### config.mk
export PLATFORM = sky130hd
export DESIGN_NAME = ro_word_check
export DESIGN_NICKNAME = d
export VERILOG_FILES = /design/src/rtl/ro_test_pkg.sv /design/src/rtl/ro_word_check.sv
export SDC_FILE = /design/constraint.sdc
export NUM_CORES = 1
export LEC_CHECK = 0
export BUFFER_PORTS_ARGS = -buffer_cell sky130_fd_sc_hd__buf_2
export CAP_MARGIN = 15
export CORE_AREA = 2 2 39 41
export DETAILED_ROUTE_END_ITERATION = 10
export DIE_AREA = 0 0 41 43
export GPL_ROUTABILITY_DRIVEN = 0
export PLACE_DENSITY = 0.76
export SLEW_MARGIN = 20
export SYNTH_ARGS = -nofsm -noshare
export SYNTH_HDL_FRONTEND = slang
export SYNTH_SLANG_ARGS = --single-unit
export TNS_END_PERCENT = 100
### constraint.sdc
create_clock -name vclk -period 0.8
set_input_delay 0.08 -clock vclk [all_inputs]
set_output_delay 0.08 -clock vclk [all_outputs]
set_load 0.03 [all_outputs]
### src/rtl/ro_test_pkg.sv
// Shared definitions for the ETROC1 readout test pattern: word layout, header, FSM states, flag bits.
package ro_test_pkg;
  localparam logic [9:0] RO_HEADER = 10'b1010101010;
  localparam int WORD_W  = 30;
  localparam int HDR_MSB = 29;
  localparam int HDR_LSB = 20;
  localparam int ID_MSB  = 19;
  localparam int ID_LSB  = 16;
  localparam int CNT_MSB = 15;
  localparam int CNT_LSB = 0;
  localparam int ERR_HDR = 0;
  localparam int ERR_ID  = 1;
  localparam int ERR_CNT = 2;
  localparam int ERR_W   = 3;

  typedef enum logic [1:0] {
    IDLE    = 2'd0,
    ACQUIRE = 2'd1,
    LOCKED  = 2'd2
  } ro_state_t;
endpackage

### src/rtl/ro_word_check.sv
// Combinational field check of one test-pattern word against header, pixel ID and expected counter.
module ro_word_check
  import ro_test_pkg::*;
#(
  parameter logic [9:0] HEADER = RO_HEADER
) (
  input  logic [WORD_W-1:0] DataIn,
  input  logic [3:0]        ExpID,
  input  logic [15:0]       exp_cnt,
  output logic [ERR_W-1:0]  flags
);
  always_comb begin
    flags          = '0;
    flags[ERR_HDR] = (DataIn[HDR_MSB:HDR_LSB] != HEADER);
    flags[ERR_ID]  = (DataIn[ID_MSB:ID_LSB] != ExpID);
    flags[ERR_CNT] = (DataIn[CNT_MSB:CNT_LSB] != exp_cnt);
  end
endmodule

==> results.md, run 1 <==
* Minimum clock period at roughly 1 ns
* Clkbuf count at 0
* Crit Path Max Fanout at 1
* Syn Area/Cell at ~8.3 µm²
* Seq pwr share at 0
* Crit path max-delay cell type: nor4_2
* Crit path largest cell delay at 0.29 ns
* # hold bufs at CTS at 0
* I/O Pins at 53
* Final Max Slew Viols at 0
* DRC at 0
* Synth top area cells: xor2_1 (58%), xnor2_1 (15%), nor4_1 (10%), nor4bb_1 (8.3%), nand4_1 (5.2%)
* Synth Warn # at 0
* Post-Syn Area at 241 µm²
* Flip-flop and latch count at 0
* Die area at around 1800 µm²
* Chip Width at 41 µm
* Worst vdd ir at about 130 µV
* Via Count at 416
* Die Span Y at 43 µm
* Met1 GRT Util at 0.0728
* Final net count at between 100 and 150
* Sw Share at 0.358
* First-pass GRT wire length at 1.20 mm
* Sequential cell area fraction in the yosys report at 0
* Final critical-path share of the clock period at 1.28
* Port-buffer cells at 53
* Place WS at -0.292 ns
* Share of the synthesized area in the top cell type at 0.580
* Routed length per instance at 10.1 µm
* Commonest non-fill, non-tap cell in the layout: buf_2
* Post-synth top area cell: xor2_1
* CP cell instances: buf_6 -> xor2_2 -> nor4_2 -> nand4_1 -> buf_6
* Syn Inst Count at 29
* Part of the power in combinational logic at 1.000
* NetSw at around 100 µW
* Antenna-violating nets left at 0
* Endpoints failing setup at 2
* GRT Overall Usage at 0.0929
* Crit Path Category: in -> out
* Pre-antenna DRT Iters at 1
* Final Routed Wirelength at 985 µm
* Startpoint class of the critical path: input port
* Mapped Nets at around 80
* Core Footprint at 1380 µm²
* Core Rows at 14
* Number of antenna violations at the first check in global routing at 0
* Fill cell count at 138
* Cell mode on critical path: buf_6
* RSZ-0062 raised after global routing: true
* Met3 usage at 0
* Seq. cell area at 0 µm²
* DR vias/cell at 4.24
* P_leak at about 0.00034 µW
* Status: finished, violations left
* Worst endpoint required time at 0.72 ns
* Max-cap check violation count at 0
* Worst Max-Slew Pin Slew at approximately 0.24 ns
* Final HPWL DP at 785 µm
* Dpl cells at 98
* Int Pwr at 186 µW
* CP endpoint kind: output port
* Most frequent cells in the layout: buf_2 (41), xor2_1 (15), buf_6 (12)
* Failing checks: setup timing
* Fin cells at 98
* Fin. Hold Viols at 0
* Data arrival, critical path at 0.94 ns
* Area Overhead vs Synth at 170%
* Starting Density at 0.175
* Number of library cell types mapped by synthesis at 6
* Fmax at ~980 MHz
* Worst setup margin at -0.224 ns
* Clk pwr share at 0
* Vias in the first global route at ~360
* Hold crit path type: in -> out
* Setup Fix Bufs, Post-CTS at 0
* Number of DRC markers in iteration 0 at 0
* Power per cell area at roughly 440 nW/µm²
* Grt met2 use at 0.219
* Layout cells sized above 1 at 0.707
* GR peak layer: met2
* Largest net degree at the start of global routing at 2
* Diode count at 0
* Slew margin rel. at 0.839
* Design Power at 290 µW
* Total gr overflow at 0
-- area by class of cell --
type / count / area [µm²] / share of cell area
well taps: 16 / 20.0 / 0.0307
repair buffers: 53 / 340 / 0.522
multi-input cells: 29 / 292 / 0.447
-- worst paths after layout --
| path | depth (start not counted) | slack, ns | to | start |
|---|---|---|---|---|
| worst max-delay path | 5 | -0.22 | flags[2] | DataIn[2] |
| worst min-delay path | 3 | 0.48 | flags[0] | DataIn[28] |
-- layer usage --
layer	part of all wire	wire (µm)
met2	0.62	614
met1	0.23	222
met5	0	0
met4	0	0
met3	0.15	148
-- timing repair --
item / in CTS / in global routing
resized for setup: 12 / 9
setup endpoints to repair: 2 / 2
cloned: 0 / 0
hold endpoints to repair: 0 / 0
pin swaps: 9 / 8
-- synthesized netlist by cell type, drive strengths merged --
master  number
xnor2        4
nor4bb       2
xor2        16
nor4         4
nand4        2
nand4b       1
-- metrics by stage --
stage	TNS [ns]	hold WS, ns	utilization	instance area (µm²)
final	-0.244	0.478	0.471	652
after global routing	-0.318	0.504	0.471	652
after CTS	-0.283	0.472	0.426	589
after detailed placement	-0.338	0.487	0.381	527
after global placement	-0.295	0.487	0.381	527
after floorplan	-0.101	0.420	-	241
-- cell families (layout without fill, tap and decap cells) --
| family | after synthesis | in the layout | share of synthesized area |
|---|---|---|---|
| and+or+nand+nor | 9 | 9 | 0.275 |
| xor gates and xnor gates | 20 | 20 | 0.725 |
| buffers and inverters | 0 | 53 | 0 |
-- critical path, delay by kind of cell --
kind	cells	cell delay, ns
XOR/XNOR	1	0.16
buffers and inverters	2	0.27
AND/OR/NAND/NOR	2	0.43
-- power by group through the flow --
stage	logic (µW)	clock network, µW	registers (µW)
after CTS	257	0	0
after global routing	321	0	0
final	290	0	0
after detailed placement	231	0	0
after floorplan	86.7	0	0
after global placement	223	0	0
(Power assumes the default switching activity.)
==> inputs of run 2 (changes only) <==
==> constraint.sdc (replaced) <==
create_clock -name vclk -period 0.8
set_input_delay 0 -clock vclk [all_inputs]
set_output_delay 0 -clock vclk [all_outputs]
set_load 0.03 [all_outputs]
==> run 2 against run 1 <==
  * The flow still finishes with violations (setup timing)
  * Sequential share of layout area is the same
  * Maximum frequency grew 19%
  * Via count shrank 1.9%
  * Core utilization shrank 4.4 points
  * Combinational power shrank 10%
  * Final cell count is the same
  * Die area is the same
  * Design area shrank 9.4%
  * Non-clock buffer count is the same
  * Critical path type unchanged
  * Critical endpoint unchanged
  * Highest routed layer unchanged
==> results.md, run 2 (synthesis gave the netlist of run 1 again) <==
* Core Rows at 14 (unchanged)
* Number of antenna violations at the first check in global routing at 0 (unchanged)
* Final Routed Wirelength at 862 µm (was 985 µm)
* Worst vdd ir at 123 µV (was 132 µV)
* Fill cell count at 142 (was 138)
* Flip-flop and latch count at 0 (unchanged)
* Fin. Hold Viols at 0 (unchanged)
* DRC at 0 (unchanged)
* Starting Density at 0.175 (unchanged)
* Crit Path Max Fanout at 1 (unchanged)
* Final critical-path share of the clock period at 1.08 (was 1.28)
* Fmax at 1160 MHz (was 976 MHz)
* Crit path max-delay cell type: nor4_2 (unchanged)
* Final net count at 134 (unchanged)
* Met3 Wirelength at 148 µm (unchanged)
* Final Max Slew Viols at 0 (unchanged)
* Total gr overflow at 0 (unchanged)
* Metal2 WL at 477 µm (was 614 µm)
* Routed length per instance at 8.80 µm (was 10.1 µm)
* Setup Fix Bufs, Post-CTS at 0 (unchanged)
* Power per cell area at 441 nW/µm² (was 445 nW/µm²)
* Area Overhead vs Synth at 145% (was 170%)
* Worst Max-Slew Pin Slew at 0.288 ns (was 0.239 ns)
* I/O Pins at 53 (unchanged)
* Setup TNS at -0.0633 ns (was -0.244 ns)
* Largest net degree at the start of global routing at 2 (unchanged)
* Worst setup margin at -0.0633 ns (was -0.224 ns)
* Die Span Y at 43 µm (unchanged)
* Number of DRC markers in iteration 0 at 1 (was 0)
* RSZ-0062 raised after global routing: true (unchanged)
* Most frequent cells in the layout: buf_2 (46), xor2_1 (15), buf_6 (7) (was buf_2 (41), xor2_1 (15), buf_6 (12))
* Pre-antenna DRT Iters at 2 (was 1)
* Worst endpoint required time at 0.80 ns (was 0.72 ns)
* CP bufs+invs at 2 (unchanged)
* CP endpoint kind: output port (unchanged)
* Port-buffer cells at 53 (unchanged)
* Crit Path Category: in -> out (unchanged)
* DR vias/cell at 4.16 (was 4.24)
* Core Footprint at 1380 µm² (unchanged)
* Startpoint class of the critical path: input port (unchanged)
* Antenna-violating nets left at 0 (unchanged)
* Data arrival, critical path at 0.86 ns (was 0.94 ns)
* Commonest non-fill, non-tap cell in the layout: buf_2 (unchanged)
* Chip Width at 41 µm (unchanged)
* First-pass GRT wire length at 1.10 mm (was 1.20 mm)
* Footprint of the multi-input gates at 262 µm² (was 292 µm²)
* Crit path largest cell delay at 0.29 ns (about the same)
* Cell mode on critical path: buf_6 (unchanged)
* Slew margin rel. at 0.805 (was 0.839)
* Failing checks: setup timing (unchanged)
* Final HPWL DP at 785 µm (unchanged)
* CP delay by family, top: simple AND/OR/NAND/NOR gates (unchanged)
* Endpoints failing setup at 1 (was 2)
* Status: finished, violations left (unchanged)
* Vias in the first global route at 343 (was 356)
* Highest routed layer: met3 (unchanged)
* Via Count at 408 (was 416)
* Diode count at 0 (unchanged)
* Design Power at 260 µW (was 290 µW)
* Clkbuf count at 0 (unchanged)
* GRT Overall Usage at 0.0829 (was 0.0929)
* # hold bufs at CTS at 0 (unchanged)
* CP cell instances: buf_6 -> xor2_2 -> nor4_2 -> nand4_1 -> buf_6 (unchanged)
* Hold crit path type: in -> out (unchanged)
* Layout cells sized above 1 at 0.683 (was 0.707)
* WL met1 at 236 µm (was 222 µm)
* Die area at 1760 µm² (unchanged)
* P_leak at 0.000309 µW (was 0.000339 µW)
* Seq. cell area at 0 µm² (unchanged)
* Minimum clock period at 0.863 ns (was 1.02 ns)
* Max-cap check violation count at 0 (unchanged)
-- run 2: cell counts in the layout (fill, tap and decap cells not counted) --
No cell type changed its count.
-- run 2: path summary, 6_finish.rpt --
check | cells after the start | from | endpoint
max | 5 | DataIn[2] | flags[2]
min | 3 | DataIn[29] | flags[0]
-- run 2: through the flow --
step	std cells	util	worst slack [ns]	hold WS (ns)	cell area [µm²]
2_1_floorplan	29	-	0.0588	0.260	241
3_3_place_gp	98	0.381	-0.121	0.327	527
3_5_place_dp	98	0.381	-0.132	0.327	527
4_1_cts	98	0.403	-0.0904	0.328	558
5_1_grt	98	0.427	-0.0978	0.356	591
6_report	98	0.427	-0.0633	0.329	591
-- run 2: area by class of cell --
| type | instances | share of cell area |
|---|---|---|
| multi-input combinational | 29 | 0.443 |
| timing repair buffer | 53 | 0.523 |
| tap | 16 | 0.0339 |
-- run 2: timing repair --
item | CTS | global route
pin swaps | 6 | 5
gates resized for setup | 6 | 5
endpoints found under the setup margin | 1 | 1
-- run 2: metal layers --
metal  vias to the layer above  global-route usage
met5                         -                   0
met4                         0                   0
met3                         0                   0
met2                        33               0.191
met1                       165              0.0696
li1                        210                   -
-- run 2: where the power goes --
group | switching (µW) | leakage, µW | total [µW] | internal, µW
Combinational | 95.8 | 0.000309 | 260 | 164
Sequential | 0 | 0 | 0 | 0
Clock | 0 | 0 | 0 | 0
